File: config.mk
export PLATFORM = sky130hd
export DESIGN_NAME = soc_reset_sequencer
export DESIGN_NICKNAME = d
export VERILOG_FILES = /design/src/rtl/soc_reset_sequencer.sv
export SDC_FILE = /design/constraint.sdc
export NUM_CORES = 1
export LEC_CHECK = 0
export BUFFER_PORTS_ARGS = -buffer_cell sky130_fd_sc_hd__buf_2
export CELL_PAD_IN_SITES_DETAIL_PLACEMENT = 0
export CELL_PAD_IN_SITES_GLOBAL_PLACEMENT = 1
export CORE_MARGIN = 10
export CORE_UTILIZATION = 46
export DETAILED_ROUTE_END_ITERATION = 7
export PLACE_DENSITY = 0.89
export SLEW_MARGIN = 20
export SYNTH_ARGS = -nofsm -noshare
export SYNTH_HDL_FRONTEND = slang
export SYNTH_SLANG_ARGS = --single-unit
File: constraint.sdc
create_clock -name clk_sys -period 3.6 [get_ports clk_sys]
set_input_delay 0.36 -clock clk_sys [delete_from_list [all_inputs] [get_ports clk_sys]]
set_output_delay 0.36 -clock clk_sys [all_outputs]
set_load 0.03 [all_outputs]
File: src/rtl/soc_reset_sequencer.sv
// Reset sequencer between the MMCM and riscv_soc: filters MMCM lock, then releases peripherals, core and fetch in order.
// Optional build macro SOC_RST_SWREQ_EN adds sw_reset_req_i and the HOLD state.
module soc_reset_sequencer #(
  parameter int unsigned LOCK_CYCLES    = 16,
  parameter int unsigned CORE_DELAY     = 8,
  parameter int unsigned FETCH_DELAY    = 4,
  parameter int unsigned SW_HOLD_CYCLES = 32
) (
  input  logic       clk_sys,
  input  logic       reset,
  input  logic       locked_i,
`ifdef SOC_RST_SWREQ_EN
  input  logic       sw_reset_req_i,
`endif
  output logic       periph_reset_n_o,
  output logic       core_reset_n_o,
  output logic       fetch_enable_o,
  output logic       seq_done_o,
  output logic [2:0] state_o
);

  localparam int unsigned MAX_AB  = (LOCK_CYCLES > CORE_DELAY) ? LOCK_CYCLES : CORE_DELAY;
  localparam int unsigned MAX_CD  = (FETCH_DELAY > SW_HOLD_CYCLES) ? FETCH_DELAY : SW_HOLD_CYCLES;
  localparam int unsigned MAX_ALL = (MAX_AB > MAX_CD) ? MAX_AB : MAX_CD;
  localparam int unsigned CNT_W   = $clog2(MAX_ALL) + 1;

  localparam logic [CNT_W-1:0] LOCK_LAST  = CNT_W'(LOCK_CYCLES - 1);
  localparam logic [CNT_W-1:0] CORE_LAST  = CNT_W'(CORE_DELAY - 1);
  localparam logic [CNT_W-1:0] FETCH_LAST = CNT_W'(FETCH_DELAY - 1);
`ifdef SOC_RST_SWREQ_EN
  localparam logic [CNT_W-1:0] HOLD_LAST  = CNT_W'(SW_HOLD_CYCLES - 1);
`endif

  typedef enum logic [2:0] {
    WAIT_LOCK = 3'd0,
    STABLE    = 3'd1,
    PERIPH    = 3'd2,
    CORE      = 3'd3,
    RUN       = 3'd4
`ifdef SOC_RST_SWREQ_EN
    ,
    HOLD      = 3'd5
`endif
  } state_t;

  state_t           state_q, state_d;
  logic [CNT_W-1:0] cnt_q, cnt_d;
  logic [1:0]       sync_q;
  logic             locked_s;
  logic             periph_q, core_q, run_q;
  logic             periph_d, core_d, run_d;
  logic             timed;

  // Two-flop synchronizer; locked_i comes from the MMCM, unrelated to clk_sys.
  always_ff @(posedge clk_sys or posedge reset) begin
    if (reset) begin
      sync_q <= '0;
    end else begin
      sync_q <= {sync_q[0], locked_i};
    end
  end

  assign locked_s = sync_q[1];

  always_comb begin
    state_d = state_q;
    timed   = 1'b0;
    case (state_q)
      WAIT_LOCK: begin
        if (locked_s) state_d = STABLE;
      end
      STABLE: begin
        timed = 1'b1;
        if (!locked_s)               state_d = WAIT_LOCK;
        else if (cnt_q == LOCK_LAST) state_d = PERIPH;
      end
      PERIPH: begin
        timed = 1'b1;
        if (!locked_s)               state_d = WAIT_LOCK;
        else if (cnt_q == CORE_LAST) state_d = CORE;
      end
      CORE: begin
        timed = 1'b1;
        if (!locked_s)                state_d = WAIT_LOCK;
        else if (cnt_q == FETCH_LAST) state_d = RUN;
      end
      RUN: begin
        if (!locked_s) state_d = WAIT_LOCK;
      end
`ifdef SOC_RST_SWREQ_EN
      HOLD: begin
        timed = 1'b1;
        if (cnt_q == HOLD_LAST) state_d = WAIT_LOCK;
      end
`endif
      default: state_d = WAIT_LOCK;
    endcase
`ifdef SOC_RST_SWREQ_EN
    // Lock loss outranks the request: locked_s gates entry to HOLD.
    if (sw_reset_req_i && locked_s &&
        (state_q inside {STABLE, PERIPH, CORE, RUN})) begin
      state_d = HOLD;
    end
`endif
  end

  always_comb begin
    cnt_d = '0;
    if (state_d == state_q && timed) cnt_d = cnt_q + 1'b1;
    periph_d = (state_d == PERIPH) || (state_d == CORE) || (state_d == RUN);
    core_d   = (state_d == CORE) || (state_d == RUN);
    run_d    = (state_d == RUN);
  end

  always_ff @(posedge clk_sys or posedge reset) begin
    if (reset) begin
      state_q  <= WAIT_LOCK;
      cnt_q    <= '0;
      periph_q <= 1'b0;
      core_q   <= 1'b0;
      run_q    <= 1'b0;
    end else begin
      state_q  <= state_d;
      cnt_q    <= cnt_d;
      periph_q <= periph_d;
      core_q   <= core_d;
      run_q    <= run_d;
    end
  end

  assign periph_reset_n_o = periph_q;
  assign core_reset_n_o   = core_q;
  assign fetch_enable_o   = run_q;
  assign seq_done_o       = run_q;
  assign state_o          = state_q;

endmodule

==> results_dict.tcl <==
set metrics [dict create \
    cts.sinks 14 \
    critPathMaxStageDelay_ps 390 \
    power_uw 266 \
    cts_tree "done" \
    synth_most_common_cell "dfrtp_1" \
    ys_seq_area_share_pct 47.0 \
    synth_area_per_cell_um2 11.0 \
    synth-edff-count 0 \
    yosys-top-cells-count "dfrtp_1, a211oi_1, nand3_1, nor2_1, nor2b_1" \
    synthesis.instances 68 \
    rrSetupSlack_ps 1920 \
    yosysWarningCount 0 \
    slew-limit-headroom_pct 65.8 \
    via_per_inst 5.82 \
    wl_mm 1.44 \
    hold_path_class "in -> async" \
    power_frac_comb_pct 6.0 \
    cp_max_fo 5 \
    fin_crit_ps 1680 \
    die_h_um 60.3 \
    yosys-top-cells-area "dfrtp_1, a211oi_1, nor2b_1" \
    grt_pass1_vias 531 \
    coreArea_mm2 0.00152 \
    path_class "reg -> reg" \
    final_nets 82 \
    clk_pin_slew_ps 80 \
    synth_flop_cell "dfrtp_1" \
    antenna_found_initial 0 \
    syn-cell-area_um2 746 \
    required_ps 3740 \
    area_growth_pct 8.05 \
    insertion_delay_ps 280 \
    io_pins 10 \
    dp_cells 89 \
    pre_cts_ws_ps 1950 \
    rows 14 \
    vias 535 \
    yosysUniqueCellTypes 31 \
    status "finished, final reports clean" \
    syn-num-nets 72 \
    die_x_um 60.3 \
    drc_errors 0 \
    ir_worst_vdd_mv 0.192 \
    clock_path_buffers 2 \
    maxCapViolCount 0 \
    layout-drive-gt1-share_pct 27.6 \
    max_freq_ghz 0.595 \
    final.setup.tns_ps 0 \
    gp_congestion 0.867 \
    postCtsSetupRepairBufs 0 \
    p_int_uw 204 \
    synthArstFlopShare_pct 100 \
    drv_slew 0 \
    worstMarginPinSlew_ps 513 \
    power_density_mw_per_mm2 330 \
    cp-start-kind "flop" \
    critPathArrivalTime_ps 1820 \
    drt_pass1_iterations 4 \
    finalClockSkew_ps 9.55 \
    port_buffers 9 \
    ant_nets 0 \
    slowest_stage "dfrtp_1" \
    regArea_um2 350 \
    seqPwrFrac_pct 61.6 \
    fillCellCount 131 \
    postCtsHoldBufs 0 \
    crit_path_end_kind "flop" \
    hpwl_mm 1.06 \
    crit_path_cell_trace "ha_1, nor3b_2, a311oi_2, nor2_1, a211oi_1" \
    leakage_nw 0.353 \
    rsz0062_at_grt "false" \
    hold_violations 0 \
    switchingPower_uw 61.9 \
    htreeDepth 1 \
    grt_pass1_wl_mm 2.59 \
    n_antenna_cell 0 \
    ys_seq_elements 14 \
    dieArea_mm2 0.00363 \
    final_cells 92 \
    layout_setup_ws_ps 1920 \
    grt_usage_pct 9.24 \
    overflow 0 \
    synth_top_area_share_pct 47.0 \
    period_share_pct 46.7 \
    whs_ps 95.1 \
    swShare_pct 23.3 \
    setup_viol 0 \
    wl_per_cell_um 15.6 \
    yosysTopAreaCell "dfrtp_1" \
    cts_made_buffers 3 \
    cts_root_buf "clkbuf_4" \
    cts-resized-gates 0 \
    initial_core_util_pct 48.9 \
    reg2reg_depth 5 \
    multi_input_area_um2 360 \
    grt_max_degree 15 \
    power_frac_clock_pct 32.4 \
    drt_iter0_drc 11 \
]
==> worst paths after layout <==
check	start	to
setup / recovery	cnt_q[0]	cnt_q[5]
hold / removal	reset	state_o[0]
setup reg to reg	cnt_q[0]	cnt_q[5]
hold reg to reg	sync_q[0]	sync_q[1]
max in group asynchronous	reset	cnt_q[2]
min in group clk_sys	locked_i	sync_q[0]
==> registers in the layout, indices dropped and copies added, names as in the netlist <==
name,count
state_o,3
sync_q,2
core_reset_n_o,1
periph_reset_n_o,1
cnt_q,6
fetch_enable_o,1
==> per-layer routing <==
layer	up-vias	part of all wire (%)	GRT usage, %
li1	262	-	-
met1	256	46	12.0
met2	13	46	13.2
met3	4	5.4	2.75
met4	0	2.0	4.81
met5	-	0	0
==> layout make-up <==
type | instances | share of cell area (%)
Multi-Input combinational cell | 48 | 44.7
Sequential cell | 14 | 43.5
Timing Repair Buffer | 9 | 5.59
Clock buffer | 3 | 2.80
Tap cell | 16 | 2.48
Inverter | 2 | 0.932
==> worst max-delay path, delay by kind of cell (launching register included) <==
family | cells | cell delay (ps)
adder cells (fa/ha/maj) | 1 | 260
AO/OA/AOI/OAI | 2 | 260
flip-flops | 1 | 390
AND/OR/NAND/NOR | 2 | 640
==> power by group through the flow <==
stage	clock network, mW	logic [mW]	registers, mW
CTS	0.0889	0.0162	0.164
finish	0.0862	0.0158	0.164
global route	0.0968	0.0180	0.164
floorplan	0	0.0123	0.166
detailed placement	0	0.0160	0.167
global placement	0	0.0159	0.167
==> placed cells by master, fill, tap and decap left out, drive strengths merged <==
cell / Yosys / layout
dfrtp: 14 / 14
buf: 4 / 9
a211oi: 7 / 7
nor2: 4 / 4
nor2b: 4 / 4
nand3: 4 / 4
a21oi: 4 / 4
nand2: 3 / 3
clkbuf: 0 / 3
o21ai: 2 / 2
inv: 2 / 2
xor2: 2 / 2
xnor2: 2 / 2
nor3b: 2 / 2
o21bai: 2 / 2
or3b: 1 / 1
nor4b: 1 / 1
a21boi: 1 / 1
nand2b: 1 / 1
nor3: 1 / 1
a41oi: 1 / 1
and3b: 1 / 1
o2111ai: 1 / 1
and3: 1 / 1
a311oi: 1 / 1
o21a: 1 / 1
ha: 1 / 1
==> through the flow <==
| step | area [um^2] | utilization, % |
|---|---|---|
| after floorplan | 746 | - |
| after global placement | 783 | 51.4 |
| after detailed placement | 783 | 51.4 |
| after CTS | 806 | 52.9 |
| after global routing | 806 | 52.9 |
| final | 806 | 52.9 |
==> logic make-up after synthesis <==
| kind of cell | Yosys count | share of synthesized area [%] |
|---|---|---|
| xor gates and xnor gates | 4 | 4.70 |
| and+or+nand+nor | 23 | 20.0 |
| adders and majority gates | 1 | 1.68 |
| buffers and inverters | 6 | 4.70 |
| DFF | 14 | 47.0 |
| AOI/OAI and AO/OA | 20 | 22.0 |
Power figures use the tool's default switching activity.
